$ cat config.mk
export PLATFORM = sky130hd
export DESIGN_NAME = shabal_pad_loader
export DESIGN_NICKNAME = d
export VERILOG_FILES = /design/src/rtl/shabal_pkg.sv /design/src/rtl/shabal_pad_loader.sv
export SDC_FILE = /design/constraint.sdc
export NUM_CORES = 1
export LEC_CHECK = 0
export ABC_AREA = 1
export BUFFER_PORTS_ARGS = -buffer_cell sky130_fd_sc_hd__buf_2
export CAP_MARGIN = 20
export CORE_ASPECT_RATIO = 1.75
export CORE_MARGIN = 2
export CORE_UTILIZATION = 35
export CTS_CLUSTER_DIAMETER = 80
export DETAILED_ROUTE_END_ITERATION = 16
export PLACE_DENSITY = 0.64
export SLEW_MARGIN = 20
export SYNTH_ARGS = -nofsm -noshare
export SYNTH_HDL_FRONTEND = slang
export SYNTH_SLANG_ARGS = --single-unit
$ cat constraint.sdc
create_clock -name clk -period 3.71 [get_ports clk]
set_clock_uncertainty 0.05 [all_clocks]
set_input_delay 0 -clock clk [delete_from_list [all_inputs] [get_ports clk]]
set_output_delay 0 -clock clk [all_outputs]
set_load 0.1 [all_outputs]
$ cat src/rtl/shabal_pkg.sv
// Shared definitions for the Shabal front-end: loader FSM states and the
// core word/block geometry.
package shabal_pkg;

  typedef enum logic [2:0] {
    PAD_IDLE,
    PAD_INIT,
    PAD_FILL,
    PAD_SEND,
    PAD_DONE
  } pad_state_t;

  localparam int unsigned SHABAL_IOSIZE      = 16;
  localparam int unsigned SHABAL_BLOCK_WORDS = 32;
  localparam logic [7:0]  SHABAL_PAD_BYTE    = 8'h80;

endpackage

$ cat src/rtl/shabal_pad_loader.sv
// Byte-stream front-end for SHABAL_TOP: packs bytes little-endian into 16-bit
// words, appends 0x80 + zero padding to a 512-bit boundary, and feeds the core.
module shabal_pad_loader
  import shabal_pkg::*;
#(
  parameter int unsigned IOSIZE      = SHABAL_IOSIZE,
  parameter int unsigned BLOCK_WORDS = SHABAL_BLOCK_WORDS
) (
  input  logic              clk,
  input  logic              rst,
  input  logic              in_valid,
  input  logic [7:0]        in_data,
  input  logic              in_last,
  output logic              in_ready,
  output logic              core_init,
  output logic              core_load,
  output logic [IOSIZE-1:0] core_idata,
  input  logic              core_ack,
  output logic              busy,
  output logic              done
);

  localparam int unsigned WCNT_W = $clog2(BLOCK_WORDS);

  pad_state_t        state;
  logic [IOSIZE-1:0] word;
  logic              half;
  logic [WCNT_W-1:0] wcnt;
  logic [WCNT_W-1:0] wcnt_next;
  logic              ended;
  logic              pad_pending;

  assign wcnt_next  = wcnt + 1'b1;
  assign core_idata = word;

  // Outputs are registered alongside the state so each one tracks the state
  // it belongs to, set on the transition into that state.
  always_ff @(posedge clk or posedge rst) begin
    if (rst) begin
      state       <= PAD_IDLE;
      word        <= '0;
      half        <= 1'b0;
      wcnt        <= '0;
      ended       <= 1'b0;
      pad_pending <= 1'b0;
      in_ready    <= 1'b0;
      core_init   <= 1'b0;
      core_load   <= 1'b0;
      busy        <= 1'b0;
      done        <= 1'b0;
    end else begin
      core_init <= 1'b0;
      done      <= 1'b0;
      case (state)
        PAD_IDLE: begin
          if (in_valid) begin
            state     <= PAD_INIT;
            core_init <= 1'b1;
            busy      <= 1'b1;
          end
        end
        PAD_INIT: begin
          half        <= 1'b0;
          wcnt        <= '0;
          ended       <= 1'b0;
          pad_pending <= 1'b0;
          state       <= PAD_FILL;
          in_ready    <= 1'b1;
        end
        PAD_FILL: begin
          if (in_valid) begin
            if (!half) begin
              if (in_last) begin
                word      <= {SHABAL_PAD_BYTE, in_data};
                ended     <= 1'b1;
                state     <= PAD_SEND;
                in_ready  <= 1'b0;
                core_load <= 1'b1;
              end else begin
                word[7:0] <= in_data;
                half      <= 1'b1;
              end
            end else begin
              word[15:8] <= in_data;
              half       <= 1'b0;
              state      <= PAD_SEND;
              in_ready   <= 1'b0;
              core_load  <= 1'b1;
              if (in_last) begin
                ended       <= 1'b1;
                pad_pending <= 1'b1;
              end
            end
          end
        end
        PAD_SEND: begin
          if (core_ack) begin
            wcnt <= wcnt_next;
            if (!ended) begin
              state     <= PAD_FILL;
              core_load <= 1'b0;
              in_ready  <= 1'b1;
            end else if (pad_pending) begin
              word        <= {8'h00, SHABAL_PAD_BYTE};
              pad_pending <= 1'b0;
            end else if (wcnt_next != '0) begin
              word <= '0;
            end else begin
              state     <= PAD_DONE;
              core_load <= 1'b0;
              done      <= 1'b1;
            end
          end
        end
        PAD_DONE: begin
          state <= PAD_IDLE;
          busy  <= 1'b0;
        end
        default: begin
          state <= PAD_IDLE;
        end
      endcase
    end
  end

endmodule

# Word-level counts from Yosys, hierarchy flattened
# Index checks and enable logic that the tools add are counted.
# totals
regBits,32
in_bits,13
output_inout_bits,21
wordCells,100
# op_classes
n_addsub,1
n_eq_ne,16
n_mux,54
reduce_logical,17
# op_table
operator,n
16-bit 2-to-1 mux,5
16-bit one-hot mux with 2 select lines,1
6-bit AND reduction,5
1-bit 2-to-1 mux,28
3-bit 2-to-1 mux,8
8-bit 2-to-1 mux,3
"2-bit inequality test, second input constant",8
"3-bit inequality test, second input constant",4
3-bit one-hot mux with 4 select lines,1
5-bit one-hot mux with 2 select lines,1
1-bit one-hot mux with 2 select lines,4
2-bit nonzero test,4
"3-bit by 2-bit == test with 1-bit output, second input constant",2
1-bit one-hot mux with 3 select lines,2
2-bit AND reduction,3
"5-bit by 1-bit adder with 5-bit output, second input constant",1
5-bit 2-to-1 mux,1
5-bit AND reduction,1
5-bit nonzero test,1
"3-bit by 1-bit == test with 1-bit output, second input constant",1
"3-bit == test, second input constant",1
3-bit zero test,1
3-bit AND reduction,1
3-bit nonzero test,1

# Depth between registers and ports, before layout
# logic_depth
ltp_word,7
mapped_depth,12
ltp_nobuf,11

# Worst setup path before layout
# No wires, ideal clock.
# synth_timing
path_kind,register to register
startpoint,reg wcnt[0]
endpoint,"reg word[15], in the netlist core_idata[15]"
setup_ns,0.074
arrival_ns,1.440
t_required_ns,3.586
slack_ns,2.146
path_stages_with_launch,10
n_path_buf,1
synth_period_minus_slack_ns,1.564
path_cell_list,dfrtp_1 > ha_1 > nand3_1 > nand2_1 > nand2_1 > nand4_2 > nand2_4 > buf_8 > nand2_1 > o21ai_2
# synth_via
elab_chain_cells,4
# synth_lines
element,line_no,rtl
"start, declared",shabal_pad_loader.sv:28,logic [WCNT_W-1:0] wcnt;
"start signal, assigned",shabal_pad_loader.sv:98,wcnt <= wcnt_next;
5-bit by 1-bit adder with 5-bit output,shabal_pad_loader.sv:33,assign wcnt_next = wcnt + 1'b1;
5-bit nonzero test,shabal_pad_loader.sv:106,end else if (wcnt_next != '0) begin
3-bit inequality test (no source line),-,
6-bit AND reduction (no source line),-,
"end signal, assigned",shabal_pad_loader.sv:74,"word <= {SHABAL_PAD_BYTE, in_data};"
"end signal, assigned",shabal_pad_loader.sv:84,word[15:8] <= in_data;
"end signal, assigned",shabal_pad_loader.sv:104,"word <= {8'h00, SHABAL_PAD_BYTE};"
"end, declared",shabal_pad_loader.sv:26,logic [IOSIZE-1:0] word;
# No other way between the ends.
# A chain may end at the register's enable or synchronous reset.

# Worst setup path in the final report
# layout_timing
startpoint,reg state[2]
endpoint,"reg word[4], in the netlist core_idata[4]"
# layout_via
elab_chain_cells,3
word_cells_on_any_way,10
classes_between,eq/ne (7); mux (1); reduce/logical (2)
# layout_lines
element,line_no,rtl
"start, declared",shabal_pad_loader.sv:25,pad_state_t state;
"start signal, assigned",shabal_pad_loader.sv:40,state <= PAD_IDLE;
"start signal, assigned",shabal_pad_loader.sv:57,state <= PAD_INIT;
"start signal, assigned",shabal_pad_loader.sv:67,state <= PAD_FILL;
3-bit by 2-bit == test with 1-bit output,shabal_pad_loader.sv:54,case (state)
3-bit inequality test (no source line) (tied with other cells),-,
6-bit AND reduction (no source line),-,
"end signal, assigned",shabal_pad_loader.sv:74,
"end signal, assigned",shabal_pad_loader.sv:80,word[7:0] <= in_data;
"end signal, assigned",shabal_pad_loader.sv:104,
# Parallel ways exist; a longest one is shown, timed or not.

==> results.json <==
{
  "io_pins": 34,
  "clkSinkCount": 32,
  "worst_setup_path_end_kind": "register",
  "hold_path_class": "in -> reg",
  "area_delta_synth_final_pct": 27.1,
  "first_pass_iters": 4,
  "drive_gt1_share_pct": 28.4,
  "synth.most_common_cell": "nand2_1",
  "yosysWarningCount": 0,
  "wl_per_cell_um": 13.4,
  "grt_max_degree": 33,
  "synth_cell_types": 29,
  "synth_ff_type": "dfrtp_1",
  "via_count": 1424,
  "cts-htree-levels": 2,
  "synth.top_cell.area_share_pct": 49.3,
  "post_cts_buffers": 0,
  "rows": 32,
  "coreArea_um2": 4440,
  "clk_latency_ps": 280,
  "yosysSeqAreaShare_pct": 49.3,
  "ant_nets": 0,
  "final_nets": 249,
  "fmaxAchievable_ghz": 0.568,
  "path_max_fanout": 19,
  "cp_data_arrival_time_ps": 1880,
  "stdcell_count": 287,
  "syn_area_um2": 1620,
  "via_per_inst": 4.96,
  "rsz0062_at_grt": "false",
  "grt_pass1_vias": 1428,
  "finalCritPeriodShare_pct": 47.4,
  "antenna_found_initial": 0,
  "setup_viol": 0,
  "numPlacedInstances": 269,
  "finalSetupTns_ps": 0,
  "synth-edff-count": 0,
  "synth.avg_cell_area_um2": 8.68,
  "die_h_um": 94.1,
  "relSlewSlack_pct": 67.5,
  "worstMarginPinSlew_ps": 490,
  "crit_type": "reg -> reg",
  "largest_register_ffs": 16,
  "dpl_worst_slack_ps": 1950,
  "grt_pass1_wl_um": 6390,
  "clk_pin_slew_ps": 60,
  "drt_iter0_drc": 48,
  "slew_violations": 0,
  "ys_ff_latch": 32,
  "synthArstFlopShare_pct": 100,
  "overflow": 0,
  "wl_um": 3860,
  "synthTopCellsByArea": "dfrtp_1 (49%), nand2_1 (11%), nand3_1 (7.1%)",
  "layout_setup_ws_ps": 1950,
  "dieArea_um2": 5220,
  "port_buffers": 33,
  "required_ps": 3830,
  "gp_congestion": 0.818,
  "period_needed_ps": 1760,
  "worstSetupStartpointType": "register",
  "syn_inst": 187,
  "grtUsageTotal_pct": 15.6,
  "syn_nets": 201,
  "hpwl_um": 2820,
  "clock_path_buffers": 2,
  "start_util_pct": 36.5,
  "max_cap_violations": 0,
  "yosysTopAreaCell": "dfrtp_1",
  "hold_ws_ps": 4.83,
  "root_buffer": "clkbuf_8",
  "status": "completed",
  "num-fill-cells": 442,
  "synth_commonest_cells": "nand2_1 (49), dfrtp_1 (32), nand3_1 (23), inv_1 (20), o21ai_0 (11)",
  "cts_made_buffers": 5,
  "die_w_um": 55.5,
  "hold_violations": 0,
  "drc_errors": 0,
  "tritoncts": "yes",
  "n_antenna_cell": 0
}
[cell families (layout without fill, tap and decap cells)]
| family | Yosys count | in the layout | share of synthesized area [%] |
|---|---|---|---|
| AO/OA/AOI/OAI | 28 | 28 | 11.2 |
| flip-flops | 32 | 32 | 49.3 |
| buffers and inverters | 27 | 76 | 7.32 |
| AND/OR/NAND/NOR | 98 | 98 | 30.8 |
| adder cells (fa/ha/maj) | 1 | 1 | 0.771 |
| multiplexers | 1 | 1 | 0.617 |
[placed cells by master, fill, tap and decap left out, drive strengths merged]
| cell | Yosys | final |
|---|---|---|
| a21oi | 3 | 3 |
| a22o | 1 | 1 |
| buf | 2 | 34 |
| bufinv | 0 | 1 |
| clkbuf | 1 | 7 |
| dfrtp | 32 | 32 |
| dlygate4sd3 | 0 | 10 |
| ha | 1 | 1 |
| inv | 24 | 24 |
| mux2i | 1 | 1 |
| nand2 | 54 | 54 |
| nand3 | 23 | 23 |
| nand4 | 4 | 4 |
| nor2 | 15 | 15 |
| nor3 | 1 | 1 |
| nor4 | 1 | 1 |
| o21a | 1 | 1 |
| o21ai | 20 | 20 |
| o22ai | 2 | 2 |
| o31ai | 1 | 1 |
[critical path, cell delays in order, from the launching register on]
cell and delay [ps]:
dfrtp_1 370, inv_2 100, nand2_2 100, nor2_8 160
inv_6 110, nor2_8 120, nor2_2 80, nor2_4 230
nand2_2 170, nand2_1 100, nand2_1 60
[metrics by stage]
step                instance area [um2]  utilization (%)
floorplan                          1620                -
global placement                   1840             41.3
detailed placement                 1840             41.3
CTS                                2060             46.4
global route                       2060             46.4
finish                             2060             46.4
[layout make-up]
type	count	area [um2]	share of cell area [%]
clock buffers	7	96.3	4.67
clock inverters	1	30.0	1.46
inverters	24	95.1	4.61
multi-input cells	128	703	34.1
flip-flops and latches	32	801	38.8
well taps	51	63.8	3.09
repair buffers	44	273	13.2
[metal layers]
layer / share of wire (%) / track usage [%] / routed length (um)
met1: 39 / 16.7 / 1500
met2: 55 / 28.8 / 2110
met3: 4.5 / 3.44 / 174
met4: 2.0 / 7.11 / 79
met5: 0 / 0 / 0
[path summary, 6_finish.rpt]
kind | end | start | slack (ps) | cells past startpoint
min in group asynchronous | wcnt[3] | rst | 290 | 4
max in group asynchronous | core_idata[5] | rst | 3030 | 4
setup reg to reg | core_idata[4] | state[2] | 1950 | 10
setup / recovery | core_idata[4] | state[2] | 1950 | 10
hold / removal | done | core_ack | 5 | 3
hold reg to reg | core_idata[2] | core_idata[2] | 420 | 2
[repair_timing]
item	CTS	global route
hold buffers	10	0
resized for setup	0	0
endpoints found under the hold margin	45	0
Power is left out: the tool's default activity adds up to more than one toggle a clock period on the data nets, which glitch-free logic cannot reach.
